==> src/rtl/fetch_controller_if.sv <==
// Fetch-side bus bundle: ROM read port, decode delivery handshake, redirect input, halt status.
// master = fetch_controller; slave = ROM / decode / execute environment.
// Ports: fetch_addr/fetch_en/rom_data (ROM), instr_* (decode), redirect_* (execute), halted.
interface fetch_controller_if #(
    parameter int ADDR_WIDTH = 10
);
    logic [ADDR_WIDTH-1:0] fetch_addr;
    logic                  fetch_en;
    logic [31:0]           rom_data;
    logic [31:0]           instr_out;
    logic [31:0]           instr_pc;
    logic                  instr_valid;
    logic                  instr_ready;
    logic                  redirect_valid;
    logic [31:0]           redirect_target;
    logic                  halted;

    modport master (
        output fetch_addr,
        output fetch_en,
        input  rom_data,
        output instr_out,
        output instr_pc,
        output instr_valid,
        input  instr_ready,
        input  redirect_valid,
        input  redirect_target,
        output halted
    );

    modport slave (
        input  fetch_addr,
        input  fetch_en,
        output rom_data,
        input  instr_out,
        input  instr_pc,
        input  instr_valid,
        output instr_ready,
        output redirect_valid,
        output redirect_target,
        input  halted
    );
endinterface

==> src/rtl/fetch_controller.sv <==
// Instruction fetch sequencer: owns the PC, reads the instruction ROM, buffers up to two words for decode.
// Latency: issue in cycle n, ROM data in n+1, instruction valid at decode in n+2; one per cycle steady state.
// Backpressure: issue is throttled so FIFO entries plus the in-flight read never exceed two; nothing is dropped.
//
// Ports: clk, reset (async, active-high); bus (master modport of fetch_controller_if):
//   fetch_addr/fetch_en  -> ROM read request, rom_data <- ROM word one cycle later
//   instr_out/instr_pc/instr_valid -> decode, instr_ready <- decode
//   redirect_valid/redirect_target <- execute (branch/jump), halted -> status
module fetch_controller #(
    parameter int          ADDR_WIDTH  = 10,
    parameter logic [31:0] RESET_PC    = 32'd0,
    parameter logic [5:0]  HALT_OPCODE = 6'b111111
) (
    input  logic               clk,
    input  logic               reset,
    fetch_controller_if.master bus
);

    typedef enum logic [1:0] {
        ST_RUN    = 2'd0,
        ST_DRAIN  = 2'd1,
        ST_HALTED = 2'd2
    } state_t;

    typedef struct packed {
        logic [31:0] pc;
        logic [31:0] instr;
    } entry_t;

    // Architectural state
    state_t      state;
    logic [31:0] pc;
    entry_t      fifo_q [2];        // fifo_q[0] is always the head
    logic [1:0]  count;
    logic        inflight;          // a ROM word is returning this cycle
    logic [31:0] inflight_pc;
    logic        inflight_epoch;
    logic        epoch;
    logic        halted_q;

    // Per-cycle decisions
    logic        pop;
    logic        redirect;
    logic        ret_match;
    logic        push;
    logic        push_is_halt;
    logic        issue;
    logic [1:0]  fill;              // entries left after this cycle's pop
    logic [1:0]  occupancy;         // entries committed after this cycle (fill + return)
    entry_t      push_entry;

    always_comb begin
        pop       = 1'b0;
        redirect  = 1'b0;
        ret_match = 1'b0;
        push      = 1'b0;
        issue     = 1'b0;
        fill      = 2'd0;
        occupancy = 2'd0;

        pop       = (count != 2'd0) && (state != ST_HALTED) && bus.instr_ready;
        // HALTED ignores execute entirely; only reset leaves it.
        redirect  = bus.redirect_valid && (state != ST_HALTED);
        // A return issued under an older epoch belongs to the wrong path.
        ret_match = inflight && (inflight_epoch == epoch);
        // Once HALT has been captured, every later return is past the end of the program.
        push      = ret_match && (state == ST_RUN) && !redirect;

        fill      = count - {1'b0, pop};
        occupancy = fill + {1'b0, inflight};
        // Reserve room for the word being issued now; the in-flight return is counted
        // even if it will be discarded, which keeps the capacity check simple.
        issue     = !reset && (state == ST_RUN) && !redirect && (occupancy < 2'd2);

        push_entry.pc    = inflight_pc;
        push_entry.instr = bus.rom_data;
        push_is_halt     = push && (bus.rom_data[31:26] == HALT_OPCODE);
    end

    // The ROM address comes straight from the PC register; it is forced to zero on
    // idle cycles so the address bus only moves when a read is actually issued.
    assign bus.fetch_en    = issue;
    assign bus.fetch_addr  = issue ? pc[ADDR_WIDTH-1:0] : '0;
    assign bus.instr_out   = fifo_q[0].instr;
    assign bus.instr_pc    = fifo_q[0].pc;
    assign bus.instr_valid = (count != 2'd0) && (state != ST_HALTED);
    assign bus.halted      = halted_q;

    always_ff @(posedge clk or posedge reset) begin
        if (reset) begin
            state          <= ST_RUN;
            pc             <= RESET_PC;
            count          <= 2'd0;
            inflight       <= 1'b0;
            inflight_pc    <= 32'd0;
            inflight_epoch <= 1'b0;
            epoch          <= 1'b0;
            halted_q       <= 1'b0;
            fifo_q[0]      <= '0;
            fifo_q[1]      <= '0;
        end else begin
            inflight <= issue;
            if (issue) begin
                inflight_pc    <= pc;
                inflight_epoch <= epoch;
                pc             <= pc + 32'd1;
            end

            if (redirect) begin
                // Flush: the pop this cycle (if any) already happened at decode,
                // everything still buffered or returning is on the wrong path.
                count <= 2'd0;
                epoch <= ~epoch;
                pc    <= bus.redirect_target;
                state <= ST_RUN;
            end else begin
                count <= fill + {1'b0, push};

                if (pop) begin
                    fifo_q[0] <= fifo_q[1];
                end
                // Written after the shift so a push into the slot vacated by the pop wins.
                if (push) begin
                    fifo_q[fill[0]] <= push_entry;
                end

                case (state)
                    ST_RUN: begin
                        if (push_is_halt) begin
                            state <= ST_DRAIN;
                        end
                    end
                    ST_DRAIN: begin
                        if (count == 2'd0) begin
                            state    <= ST_HALTED;
                            halted_q <= 1'b1;
                        end
                    end
                    default: begin
                        state <= ST_HALTED;
                    end
                endcase
            end
        end
    end

endmodule

==> src/flat_wrapper.sv <==
// flat-port wrapper written by rule: the top's interface ports become plain ports
module fetch_controller_flat 
#(
    parameter int          ADDR_WIDTH  = 10,
    parameter logic [31:0] RESET_PC    = 32'd0,
    parameter logic [5:0]  HALT_OPCODE = 6'b111111
)
  (clk, reset, bus_fetch_addr, bus_fetch_en, bus_rom_data, bus_instr_out, bus_instr_pc, bus_instr_valid, bus_instr_ready, bus_redirect_valid, bus_redirect_target, bus_halted);
  fetch_controller_if #(.ADDR_WIDTH(ADDR_WIDTH)) bus_i ();
  input  logic clk;
  input  logic reset;
  output wire logic [$bits(bus_i.fetch_addr)-1:0] bus_fetch_addr;
  output wire logic [$bits(bus_i.fetch_en)-1:0] bus_fetch_en;
  input wire logic [$bits(bus_i.rom_data)-1:0] bus_rom_data;
  output wire logic [$bits(bus_i.instr_out)-1:0] bus_instr_out;
  output wire logic [$bits(bus_i.instr_pc)-1:0] bus_instr_pc;
  output wire logic [$bits(bus_i.instr_valid)-1:0] bus_instr_valid;
  input wire logic [$bits(bus_i.instr_ready)-1:0] bus_instr_ready;
  input wire logic [$bits(bus_i.redirect_valid)-1:0] bus_redirect_valid;
  input wire logic [$bits(bus_i.redirect_target)-1:0] bus_redirect_target;
  output wire logic [$bits(bus_i.halted)-1:0] bus_halted;
  assign bus_fetch_addr = bus_i.fetch_addr;
  assign bus_fetch_en = bus_i.fetch_en;
  assign bus_i.rom_data = bus_rom_data;
  assign bus_instr_out = bus_i.instr_out;
  assign bus_instr_pc = bus_i.instr_pc;
  assign bus_instr_valid = bus_i.instr_valid;
  assign bus_i.instr_ready = bus_instr_ready;
  assign bus_i.redirect_valid = bus_redirect_valid;
  assign bus_i.redirect_target = bus_redirect_target;
  assign bus_halted = bus_i.halted;
  fetch_controller #(.ADDR_WIDTH(ADDR_WIDTH), .RESET_PC(RESET_PC), .HALT_OPCODE(HALT_OPCODE)) u_core (.clk(clk), .reset(reset), .bus(bus_i));
endmodule
==> config.mk <==
export PLATFORM = sky130hd
export DESIGN_NAME = fetch_controller_flat
export DESIGN_NICKNAME = d
export VERILOG_FILES = /design/src/rtl/fetch_controller_if.sv /design/src/rtl/fetch_controller.sv /design/src/flat_wrapper.sv
export SDC_FILE = /design/constraint.sdc
export NUM_CORES = 1
export LEC_CHECK = 0
export ABC_AREA = 1
export CORE_UTILIZATION = 30
export DETAILED_ROUTE_END_ITERATION = 12
export GPL_TIMING_DRIVEN = 0
export MAX_ROUTING_LAYER = met4
export SYNTH_ARGS = -nofsm -noshare
export SYNTH_HDL_FRONTEND = slang
export SYNTH_SLANG_ARGS = --single-unit
==> constraint.sdc <==
create_clock -name clk -period 15.1 [get_ports clk]
set_input_delay 3.02 -clock clk [delete_from_list [all_inputs] [get_ports clk]]
set_output_delay 3.02 -clock clk [all_outputs]
set_load 0.05 [all_outputs]
==> reports/metrics.yaml <==
yosysTopAreaCell: "dfrtp_1"
yosysTopAreaCellShare: 0.460
drt-initial-drc-count: 730
die_w_um: 192
cts-root-buf: "clkbuf_16"
crit_arrival_ns: 5.99
synth_area_per_cell_um2: 7.43
cts_tree: "yes"
slew_headroom: 0.527
p_seq_frac: 0.519
rows: 69
synth_fp_nets: 1535
cp_max_fo: 11
period_minus_slack_ns: 9.01
postCtsHoldBufs: 0
drv_cap: 0
cts_sinks: 200
status: "finished, violations left"
path_clk_slew_ns: 0.07
startpoint_type: "input port"
ys_seq_area_frac: 0.460
period_share: 0.597
port_buffers: 144
post_cts_buffers: 0
first_global_vias: 9301
h-tree-depth: 4
antenna_found_initial: 0
firstDrtPassIters: 10
core_mm2: 0.0357
die_h_um: 192
ys_seq_elements: 200
violations: "design-rule violations"
io_pins: 145
crit_chain: "clkdlybuf4s50_1 > nand3_1 > inv_1 > buf_2 > ha_1 > inv_2 > nand2_1 > nand3_1 > nand3_2 > inv_2 > buf_2 > clkdlybuf4s50_1"
fin_nets: 1699
fmax_mhz: 111
switching_share: 0.237
cts_inserted_buffers: 17
place_congestion: 0.869
synth.area.top_cells: "dfrtp_1 (46%), nand2_1 (18%), nand3_1 (11%), buf_4 (4.8%), inv_1 (4.0%)"
p_sw_mw: 0.244
pwr-share-comb: 0.032
track_usage: 0.178
leakage_nw: 6.57
dieArea_mm2: 0.0370
routed_via_density: 4.59
fin_skew_ns: 0.0135
initial_core_util: 0.305
cts.repair.resized: 0
grt_pass1_wl_um: 50100
wl_per_cell_um: 14.7
num_vias: 9649
clkLatencyLatePin_ns: 0.44
synthToLayoutAreaGrowth_pct: 24.3
synth_cell_type_count: 34
critical_path.max_stage_delay_ns: 0.86
internal-power_mw: 0.787
totalPowerFinal_mw: 1.03
rsz0062_at_grt: "no"
final_cells: 2102
ant_nets: 0
worstHoldPathType: "register to register"
drive_gt1_frac: 0.122
placed_cell_area_mm2: 0.0129
drc: 22
p_per_area_mw_per_mm2: 76.3
maxSlewViolCount: 0
clockPowerShare: 0.449
num_antenna_cells: 0
synth_warnings: 0
hold_viol: 0
end_kind: "output port"
tns_ns: 0
reg2reg_slack_ns: 12.24
drt_wl_total_um: 30900
crit_type: "input port to output port"
worst_pin_slew_ns: 0.710
hold_slack_ns: 0.478
required_ns: 12.08
syn_inst: 1464
irDropWorstVdd_v: 0.0000760
synthesis.area_mm2: 0.0109
slowest_stage: "clkdlybuf4s50_1"
grt_overflow: 0
place_inst: 2070
setup_violations: 0
cts_buffer_depth: 2
grt_max_degree: 124
finalInstanceArea_mm2: 0.0135
dp_hpwl_um: 23000
## worst max-delay path: cells and delay by family
family	cells	cell delay [ns]
AND/OR/NAND/NOR	4	0.42
buffers and inverters	7	2.24
adder cells (fa/ha/maj)	1	0.30
## path summary, 6_finish.rpt
kind	depth (start not counted)	to	from
max	12	bus_fetch_en	bus_instr_ready
min	1	u_core.bus.halted	u_core.bus.halted
max reg2reg	10	u_core.bus.instr_out[31]	u_core.count[1]
min reg2reg	1	u_core.bus.halted	u_core.bus.halted
max in group asynchronous	3	async pin	reset
min in group asynchronous	2	u_core.bus.instr_out[25]	reset
## layer usage
metal	global-route usage	wire, um	vias to the layer above
li1	-	-	4902
met2	0.278	14400	214
met5	-	0	-
met4	0.0363	342	0
met3	0.0240	1100	18
met1	0.247	15100	4515
## cells in the final DEF (no fill, tap or decap), types with 4 or more instances in the layout
cell type,Yosys,routed
clkbuf_16,0,17
nand3_1,248,248
o21ai_1,64,64
inv_1,115,114
o21bai_1,9,9
nor3_2,4,4
nor2_4,9,9
buf_2,50,50
a21oi_1,5,5
buf_4,69,69
xor2_1,9,9
clkbuf_1,14,15
nand2_2,5,5
inv_6,0,5
nor2_1,69,69
buf_6,7,7
clkdlybuf4s50_1,0,144
a21oi_2,4,4
o21ai_0,33,33
inv_2,4,4
nand2_1,517,517
nor2_2,8,8
dfrtp_1,200,200
## power by group through the flow
stage	clock, mW	combinational, mW	sequential [mW]
2_1_floorplan	0	0.0103	0.546
3_3_place_gp	0	0.0330	0.546
3_5_place_dp	0	0.0341	0.546
4_1_cts	0.476	0.0344	0.535
5_1_grt	0.497	0.0371	0.535
6_report	0.463	0.0330	0.535
## stage by stage
step                setup slack (ns)  utilization
floorplan                       6.63            -
global placement                3.75        0.362
detailed placement              6.07        0.363
CTS                             6.07        0.379
global route                    5.94        0.379
finish                          6.09        0.379
## cells in the mapped netlist
master / n
clkbuf_1: 14
nand2_1: 517
inv_2: 4
nand3_1: 248
clkbuf_2: 2
buf_4: 69
or2_2: 2
nor3_2: 4
a21oi_1: 5
o211ai_1: 2
nor2_4: 9
nor4_1: 1
ha_1: 3
buf_2: 50
nor2_1: 69
inv_1: 115
buf_1: 1
or2_1: 1
nor2_2: 8
buf_12: 1
o21bai_1: 9
o21ai_0: 33
nand2_2: 5
o21ai_1: 64
nand4_1: 2
nand3b_1: 1
buf_6: 7
o31ai_1: 1
xor2_1: 9
and2_1: 2
nand3_2: 1
a21oi_2: 4
dfrtp_1: 200
a31o_2: 1
## cells by family (layout without fill, tap and decap cells)
family | after synthesis | after routing | share of synthesized area
buffers and inverters | 263 | 440 | 0.127
XOR/XNOR | 9 | 9 | 0.00725
adder cells (fa/ha/maj) | 3 | 3 | 0.00345
AND/OR/NAND/NOR | 870 | 870 | 0.343
AO/OA/AOI/OAI | 119 | 119 | 0.0592
flip-flops | 200 | 200 | 0.460
## final cells by class
type / count / area [um^2]
fill: 3751 / 22100
sequential: 200 / 5000
multi-input combinational: 1001 / 4490
timing repair buffer: 145 / 1470
buffer: 144 / 933
tap: 461 / 577
inverter: 119 / 454
clock buffer: 18 / 429
clock inverter: 14 / 160
(Power assumes the default switching activity.)
